**src/rtl/cpu_controller.sv**
```systemverilog
// Eight-phase instruction-cycle sequencer for the small CPU.
// Drives fetch, ALU, accumulator, PC and memory strobes from the opcode.
module cpu_controller #(
  parameter bit HLT_STICKY = 1'b0
) (
  input  logic       CLK,
  input  logic       RST_N,
  input  logic       RUN,
  input  logic [2:0] OPCODE,
  input  logic       ZERO,
  output logic       RD,
  output logic       WR,
  output logic       LOAD_IR,
  output logic       INC_PC,
  output logic       LOAD_PC,
  output logic       ALU_ENA,
  output logic       LOAD_ACC,
  output logic       DATACTL_ENA,
  output logic       HALT
);

  localparam logic [2:0] OP_HLT  = 3'b000;
  localparam logic [2:0] OP_SKZ  = 3'b001;
  localparam logic [2:0] OP_ADD  = 3'b010;
  localparam logic [2:0] OP_ANDD = 3'b011;
  localparam logic [2:0] OP_XORR = 3'b100;
  localparam logic [2:0] OP_LDA  = 3'b101;
  localparam logic [2:0] OP_STO  = 3'b110;
  localparam logic [2:0] OP_JMP  = 3'b111;

  typedef enum logic [2:0] {
    P0, P1, P2, P3, P4, P5, P6, P7
  } phase_e;

  typedef enum logic {
    RUNNING, HALTED
  } state_e;

  typedef struct packed {
    logic rd;
    logic wr;
    logic load_ir;
    logic inc_pc;
    logic load_pc;
    logic alu_ena;
    logic load_acc;
    logic datactl_ena;
    logic halt;
  } ctl_t;

  phase_e     r_phase, w_nphase;
  state_e     r_state, w_nstate;
  ctl_t       r_out, w_nout;
  logic [2:0] r_op, w_op;
  logic       r_skip, w_skip;
  logic       w_alu;

  // Outputs are computed for the phase being entered, so each
  // strobe is registered and covers exactly that phase.
  always_comb begin
    w_nphase = r_phase;
    w_nstate = r_state;
    w_nout   = '0;
    w_op     = (r_phase == P1) ? OPCODE : r_op;
    w_skip   = (r_phase == P3) ? ((r_op == OP_SKZ) && ZERO) : r_skip;
    w_alu    = (w_op == OP_ADD) || (w_op == OP_ANDD) ||
               (w_op == OP_XORR) || (w_op == OP_LDA);
    if (r_state == HALTED) begin
      w_nout.halt = 1'b1;
    end else begin
      unique case (r_phase)
        P7: begin
          // r_out.halt is only set in the P7 that ends an HLT
          if (HLT_STICKY && r_out.halt) begin
            w_nstate    = HALTED;
            w_nout.halt = 1'b1;
          end else if (RUN) begin
            w_nphase       = P0;
            w_nout.rd      = 1'b1;
            w_nout.load_ir = 1'b1;
            w_nout.inc_pc  = 1'b1;
          end
        end
        P0: begin
          w_nphase       = P1;
          w_nout.rd      = 1'b1;
          w_nout.load_ir = 1'b1;
          w_nout.inc_pc  = 1'b1;
        end
        P1: begin
          w_nphase    = P2;
          w_nout.halt = (w_op == OP_HLT);
        end
        P2: begin
          w_nphase  = P3;
          w_nout.rd = w_alu;
        end
        P3: begin
          w_nphase           = P4;
          w_nout.rd          = w_alu;
          w_nout.alu_ena     = w_alu;
          w_nout.inc_pc      = w_skip;
          w_nout.load_pc     = (w_op == OP_JMP);
          w_nout.datactl_ena = (w_op == OP_STO);
        end
        P4: begin
          w_nphase           = P5;
          w_nout.rd          = w_alu;
          w_nout.load_acc    = w_alu;
          w_nout.inc_pc      = w_skip;
          w_nout.load_pc     = (w_op == OP_JMP);
          w_nout.wr          = (w_op == OP_STO);
          w_nout.datactl_ena = (w_op == OP_STO);
        end
        P5: begin
          w_nphase           = P6;
          w_nout.datactl_ena = (w_op == OP_STO);
          w_nout.halt        = (w_op == OP_HLT);
        end
        P6: begin
          w_nphase    = P7;
          w_nout.halt = (w_op == OP_HLT);
        end
      endcase
    end
  end

  always_ff @(posedge CLK) begin
    if (!RST_N) begin
      r_phase <= P7;
      r_state <= RUNNING;
      r_out   <= '0;
      r_op    <= OP_SKZ;
      r_skip  <= 1'b0;
    end else begin
      r_phase <= w_nphase;
      r_state <= w_nstate;
      r_out   <= w_nout;
      r_op    <= w_op;
      r_skip  <= w_skip;
    end
  end

  assign RD          = r_out.rd;
  assign WR          = r_out.wr;
  assign LOAD_IR     = r_out.load_ir;
  assign INC_PC      = r_out.inc_pc;
  assign LOAD_PC     = r_out.load_pc;
  assign ALU_ENA     = r_out.alu_ena;
  assign LOAD_ACC    = r_out.load_acc;
  assign DATACTL_ENA = r_out.datactl_ena;
  assign HALT        = r_out.halt;

endmodule

```
**config.mk**
```make
export PLATFORM = sky130hd
export DESIGN_NAME = cpu_controller
export DESIGN_NICKNAME = d
export VERILOG_FILES = /design/src/rtl/cpu_controller.sv
export SDC_FILE = /design/constraint.sdc
export NUM_CORES = 1
export LEC_CHECK = 0
export ABC_AREA = 1
export CORE_MARGIN = 2
export CORE_UTILIZATION = 35
export DETAILED_ROUTE_END_ITERATION = 16
export PLACE_DENSITY = 0.65
export SETUP_SLACK_MARGIN = 0.4
export SYNTH_ARGS = -nofsm -noshare
export SYNTH_HDL_FRONTEND = slang
export SYNTH_SLANG_ARGS = --single-unit
```
**constraint.sdc**
```tcl
create_clock -name CLK -period 1.5 [get_ports CLK]
set_input_delay 0.375 -clock CLK [delete_from_list [all_inputs] [get_ports CLK]]
set_output_delay 0.375 -clock CLK [all_outputs]
set_load 0.005 [all_outputs]
```
==> results of run 1 <==
## critical path, cell delays in order, from the launching register on
cell and delay, ns:
dfxtp_4 0.38, buf_6 0.12, nor2_4 0.14, nand4_1 0.15, nand2_1 0.10, o21ai_1 0.06, a21oi_1 0.14
## power by group
part	switching (uW)	internal [uW]	total, uW
Clock	130	148	278
Combinational	160	119	279
Sequential	31.7	454	486
Total	322	721	1040
## worst paths after layout
kind | slack [ns] | to | start | cells past startpoint
worst max register to register | 0.34 | INC_PC$_SDFF_PN0_ | r_phase[2]$_SDFFE_PN1P_ | 6
worst min-delay path | 0.48 | r_skip$_SDFF_PN0_ | r_skip$_SDFF_PN0_ | 2
worst min register to register | 0.48 | r_skip$_SDFF_PN0_ | r_skip$_SDFF_PN0_ | 2
worst max-delay path | 0.34 | INC_PC$_SDFF_PN0_ | r_phase[2]$_SDFFE_PN1P_ | 6
## metal layers
metal  routed length (um)  global-route usage (%)
met1                  610                   14.75
met5                    0                       0
met2                  965                   26.94
met3                   96                   6.135
met4                   13                   1.429
## flip-flops by register name (all words and copies together) (netlist names)
| name | cells |
|---|---|
| WR | 1 |
| RD | 1 |
| ALU_ENA | 1 |
| LOAD_IR | 1 |
| LOAD_PC | 1 |
| r_phase | 3 |
| r_skip | 1 |
| HALT | 1 |
| INC_PC | 1 |
| r_op | 3 |
| DATACTL_ENA | 1 |
| LOAD_ACC | 1 |
## stage by stage
step / area (um^2) / total power, uW / TNS, ns / util [%] / cells
after global placement: 908.4 / 679.4 / 0 / 46.78 / 136
after detailed placement: 908.4 / 681.4 / -0.08314 / 46.78 / 136
final: 1072 / 1043 / 0 / 55.22 / 149
after global routing: 1072 / 1100 / 0 / 55.22 / 149
after CTS: 970.9 / 984.7 / 0 / 50.00 / 144
after floorplan: 709.4 / 614.7 / 0 / - / 92
## placed cells by master (no fill, tap or decap), types with 2 or more instances in the layout
cell type	instances
dlygate4sd2_1	3
buf_6	2
buf_4	11
o21ai_0	2
inv_6	2
dfxtp_4	3
a21oi_2	2
clkdlybuf4s50_1	3
inv_1	8
a21oi_1	3
nor2_1	5
nand2_4	4
nor2_2	2
nand2_2	10
clkbuf_4	3
dfxtp_1	12
inv_2	3
nand2_1	13
nand4_1	2
nor2_4	4
nand3_1	4
buf_2	8
nor3_2	6
## layout make-up
type | count | area, um^2 | share of cell area, %
Timing Repair Buffer | 27 | 201.4 | 18.79
Inverter | 14 | 63.81 | 5.951
Multi-Input combinational cell | 61 | 404.1 | 37.69
Tap cell | 27 | 33.78 | 3.151
Clock buffer | 4 | 36.28 | 3.384
Sequential cell | 16 | 332.8 | 31.04
## what timing repair did
action / 4_1_cts / 5_1_grt
setup endpoints to repair: 20 / 17
setup buffers: 4 / 5
pin swaps: 4 / 11
gates resized for setup: 56 / 21
endpoints found under the hold margin: 0 / 0
## kinds of logic (layout without fill, tap and decap cells)
| kind of cell | Yosys count | in the layout | synth area share, % |
|---|---|---|---|
| AOI/OAI and AO/OA | 9 | 9 | 6.877 |
| buffers and inverters | 15 | 45 | 8.820 |
| and+or+nand+nor | 52 | 52 | 39.15 |
| DFF | 16 | 16 | 45.15 |
==> impl_metrics.yaml, run 1 <==
outcome:
  run_status: "completed"
setup_path:
  startpoint_type: "flop"
  critPathMaxFanout: 5
  cp.arrival_ns: 1.38
  criticalPathCategory: "reg -> reg"
  cp.required_ns: 1.72
  cp-end-kind: "flop"
logic_synthesis:
  post_synth_num_cell_types: 20
  synth_flop_cell: "dfxtp_1"
  synth_top_area_cell: "dfxtp_1"
  ys_async_sr_fraction_pct: 0
  syn-instance-count: 92
  yosysWarningCount: 0
  syn_area_um2: 709.4
  ys_seq_elements: 16
  synthMostInstantiatedCell: "nand2_1"
  synth_edf_count: 0
  synth.area.top_cells: "dfxtp_1, nand2_1, nor3_2"
  avgSynthCellArea_um2: 7.711
  synth_common_cells: "nand2_1, dfxtp_1, inv_1"
  synth_nets: 99
  yosysTopAreaCellShare_pct: 45.15
  synth_seq_area_share_pct: 45.15
global_route:
  grt_pass1_wl_um: 2628
  antenna_found_initial: 0
  grtUsageTotal_pct: 14.17
  overflow: 0
  grt_max_degree: 10
  grt_pass1_vias: 644
sta:
  rsz0062_at_grt: "true"
  min_period_ns: 1.161
  slew_violations: 0
  relSlewSlack_pct: 83.35
  fin_worst_skew_ns: 0.001089
  setup_viol: 0
  hold_viol: 0
  fmax_mhz: 861.3
  fin_crit_sh_pct: 77.40
  holdWs_ns: 0.4764
  worst_pin_slew_ns: 0.2472
  postLayoutSetupSlackWorst_ns: 0.3390
routing:
  drt_iter0_drc: 7
  drc: 0
  viasPerCell: 4.638
  drtAntennaViolNets: 0
  wirelength_um: 1685
  vias: 691
  wl_per_cell_um: 11.31
  drt_pass1_iterations: 3
place:
  dp_hpwl_um: 1101
  dp_slack_ns: -0.02579
  io_buffers: 15
  gp_congestion: 0.8332
clock_tree:
  cts_root_buffer: "clkbuf_4"
  cts_tree: "yes"
  worstSkewPairLatency_ns: 0.28
  path_clk_slew_ns: 0.09
  cts_buffers: 3
  cts_buffer_depth: 2
  postCtsHoldBufs: 0
  cts_sinks: 16
  h-tree-depth: 1
worst_hold_path:
  min_path_type: "reg -> reg"
flow_run:
  drv_cap: 0
power:
  ir_drop_mv: 0.8825
  cellPowerDensity_nw_per_um2: 972.8
  leakagePower_uw: 0.0004879
die:
  die_w_um: 49.02
  coreArea_um2: 1942
  chipHeight_um: 49.02
  rows: 16
  start_util_pct: 36.53
  ios: 16
  die_area_um2: 2403
cells_and_area:
  diodes: 0
  fin_nets: 130
  fillers: 182
  drive_gt1_share_pct: 53.28
  area_delta_synth_final_pct: 51.15
Note: power is estimated with default switching activity, not from simulation.
==> inputs of run 2 (changes only) <==
--- a/config.mk
+++ b/config.mk
@@ -9,7 +9,7 @@
 export CORE_MARGIN = 2
 export CORE_UTILIZATION = 35
 export DETAILED_ROUTE_END_ITERATION = 16
-export PLACE_DENSITY = 0.65
+export PLACE_DENSITY = 0.67
 export SETUP_SLACK_MARGIN = 0.4
 export SYNTH_ARGS = -nofsm -noshare
 export SYNTH_HDL_FRONTEND = slang
==> constraint.sdc (replaced) <==
create_clock -name CLK -period 1 [get_ports CLK]
set_input_delay 0.25 -clock CLK [delete_from_list [all_inputs] [get_ports CLK]]
set_output_delay 0.25 -clock CLK [all_outputs]
set_load 0.005 [all_outputs]
==> run 2 against run 1 <==
- the run now ends with setup timing left
- via count grew 1.3%
- clock-buffer cell count stayed put
- largest cell class unchanged
- critical endpoint unchanged
- register-to-register slack got worse by 0.55 ns
- final area is 6.8% higher
- setup slack worse by 0.55 ns
- sequential share of layout area decreased by 2.0 points
- clock power increased by 55%
- largest power group unchanged
==> impl_metrics.yaml, run 2 (same netlist as run 1, synthesis figures left out) <==
clock_tree:
  cts_tree: "yes"
  cts_buffer_depth: 2
  path_clk_slew_ns: 0.09
  cts_buffers: 3
  cts_sinks: 16
  worstSkewPairLatency_ns: 0.29
  cts_root_buffer: "clkbuf_4"
  h-tree-depth: 1
global_route:
  met1_usage_pct: 16.38
  grtUsageTotal_pct: 15.90
  gr-max-usage-layer: "met2"
  grt_pass1_wl_um: 2822
  antenna_found_initial: 0
  grt_use_met3_pct: 5.828
  grt_pass1_vias: 686
  grtUsageMet2_pct: 28.54
  grt_max_degree: 10
  overflow: 0
cells_and_area:
  layout_common_cells: "dfxtp_1, nand2_2, buf_4"
  reg.largest.list: "r_op: 3 flops, r_phase: 3 flops"
  fin_nets: 134
  diodes: 0
  area_delta_synth_final_pct: 61.38
  drive_gt1_share_pct: 57.94
  fin_area_um2: 1145
  finish.utilization_pct: 58.96
sta:
  min_period_ns: 1.211
  relSlewSlack_pct: 83.93
  worst_pin_slew_ns: 0.2386
  postLayoutSetupSlackWorst_ns: -0.2111
  slew_violations: 0
  rsz0062_at_grt: "true"
  fin_crit_sh_pct: 121.1
  finalSetupTns_ns: -1.171
  fmax_mhz: 825.7
  fin_worst_skew_ns: 0.001222
  setup_viol: 11
  hold_viol: 0
die:
  die_w_um: 49.02
  start_util_pct: 36.53
  die_area_um2: 2403
  ios: 16
  chipHeight_um: 49.02
  coreArea_um2: 1942
  rows: 16
setup_path:
  cp.arrival_ns: 1.44
  cp-end-kind: "flop"
  cp.required_ns: 1.23
  rr_worst_depth: 6
  critPathMaxFanout: 4
  criticalPathCategory: "reg -> reg"
  startpoint_type: "flop"
  rrSetupSlack_ns: -0.21
routing:
  vias: 700
  wl_per_cell_um: 11.55
  drt_pass1_iterations: 4
  viasPerCell: 4.575
  drc: 0
  drt_iter0_drc: 10
  drtAntennaViolNets: 0
  wirelength_um: 1767
outcome:
  violations: "setup timing"
  run_status: "finished with violations"
power:
  leakagePower_uw: 0.0005041
  ir_drop_mv: 0.9897
  cellPowerDensity_nw_per_um2: 1447
worst_hold_path:
  min_path_type: "reg -> reg"
  hold_depth: 2
place:
  dp_hpwl_um: 1125
  gp_congestion: 0.8165
  io_buffers: 15
  place_area_um2: 989.7
flow_run:
  drv_cap: 0
==> run 2: cell types whose count changed in the layout (fill, tap and decap cells not counted), sizes merged <==
cell,previous run,this run
buf,21,25
clkdlybuf4s50,3,6
dlygate4sd2,3,0
==> run 2: power by group <==
| group | internal (uW) | switching (uW) |
|---|---|---|
| logic | 230 | 258 |
| registers | 682 | 55.2 |
| clock network | 222 | 210 |
==> run 2: path summary, 6_finish.rpt <==
kind                      startpoint                end
min reg2reg        r_skip$_SDFF_PN0_  r_skip$_SDFF_PN0_
max reg2reg  r_phase[2]$_SDFFE_PN1P_  INC_PC$_SDFF_PN0_
max          r_phase[2]$_SDFFE_PN1P_  INC_PC$_SDFF_PN0_
min                r_skip$_SDFF_PN0_  r_skip$_SDFF_PN0_
==> run 2: per-stage QoR <==
step / hold WS (ns) / setup slack, ns / cells / power [uW]
2_1_floorplan: 0.3181 / -0.02589 / 92 / 947.1
3_3_place_gp: 0.4583 / -0.3027 / 143 / 1092
3_5_place_dp: 0.4619 / -0.3274 / 143 / 1095
4_1_cts: 0.4769 / -0.1092 / 153 / 1615
5_1_grt: 0.5215 / -0.2529 / 153 / 1742
6_report: 0.4917 / -0.2111 / 153 / 1657
==> run 2: area by class of cell <==
class                      instances  area (um^2)
sequential                        16        332.8
clock buffer                       4        36.28
timing repair buffer              31        249.0
inverter                          14        63.81
tap                               27        33.78
fill                             183        797.0
multi-input combinational         61        429.2
==> run 2: critical path: stages (launching register included) <==
cell and delay, ns:
dfxtp_4 0.38, buf_4 0.15, nor2_4 0.15, nand4_1 0.16, nand2_1 0.13, o21ai_2 0.06, a21oi_1 0.11
==> run 2: metal layers <==
metal	part of all wire, %	vias to the layer above
met2	56	13
li1	-	362
met5	0	-
met4	1.9	0
met1	37	320
met3	4.4	5
==> run 2: timing repair <==
action                                  CTS  global route
hold buffers                              0             0
setup buffers                             6             0
pin swaps                                11             3
gates resized for setup                  56            15
endpoints found under the setup margin   25            25
gates cloned                              0             0
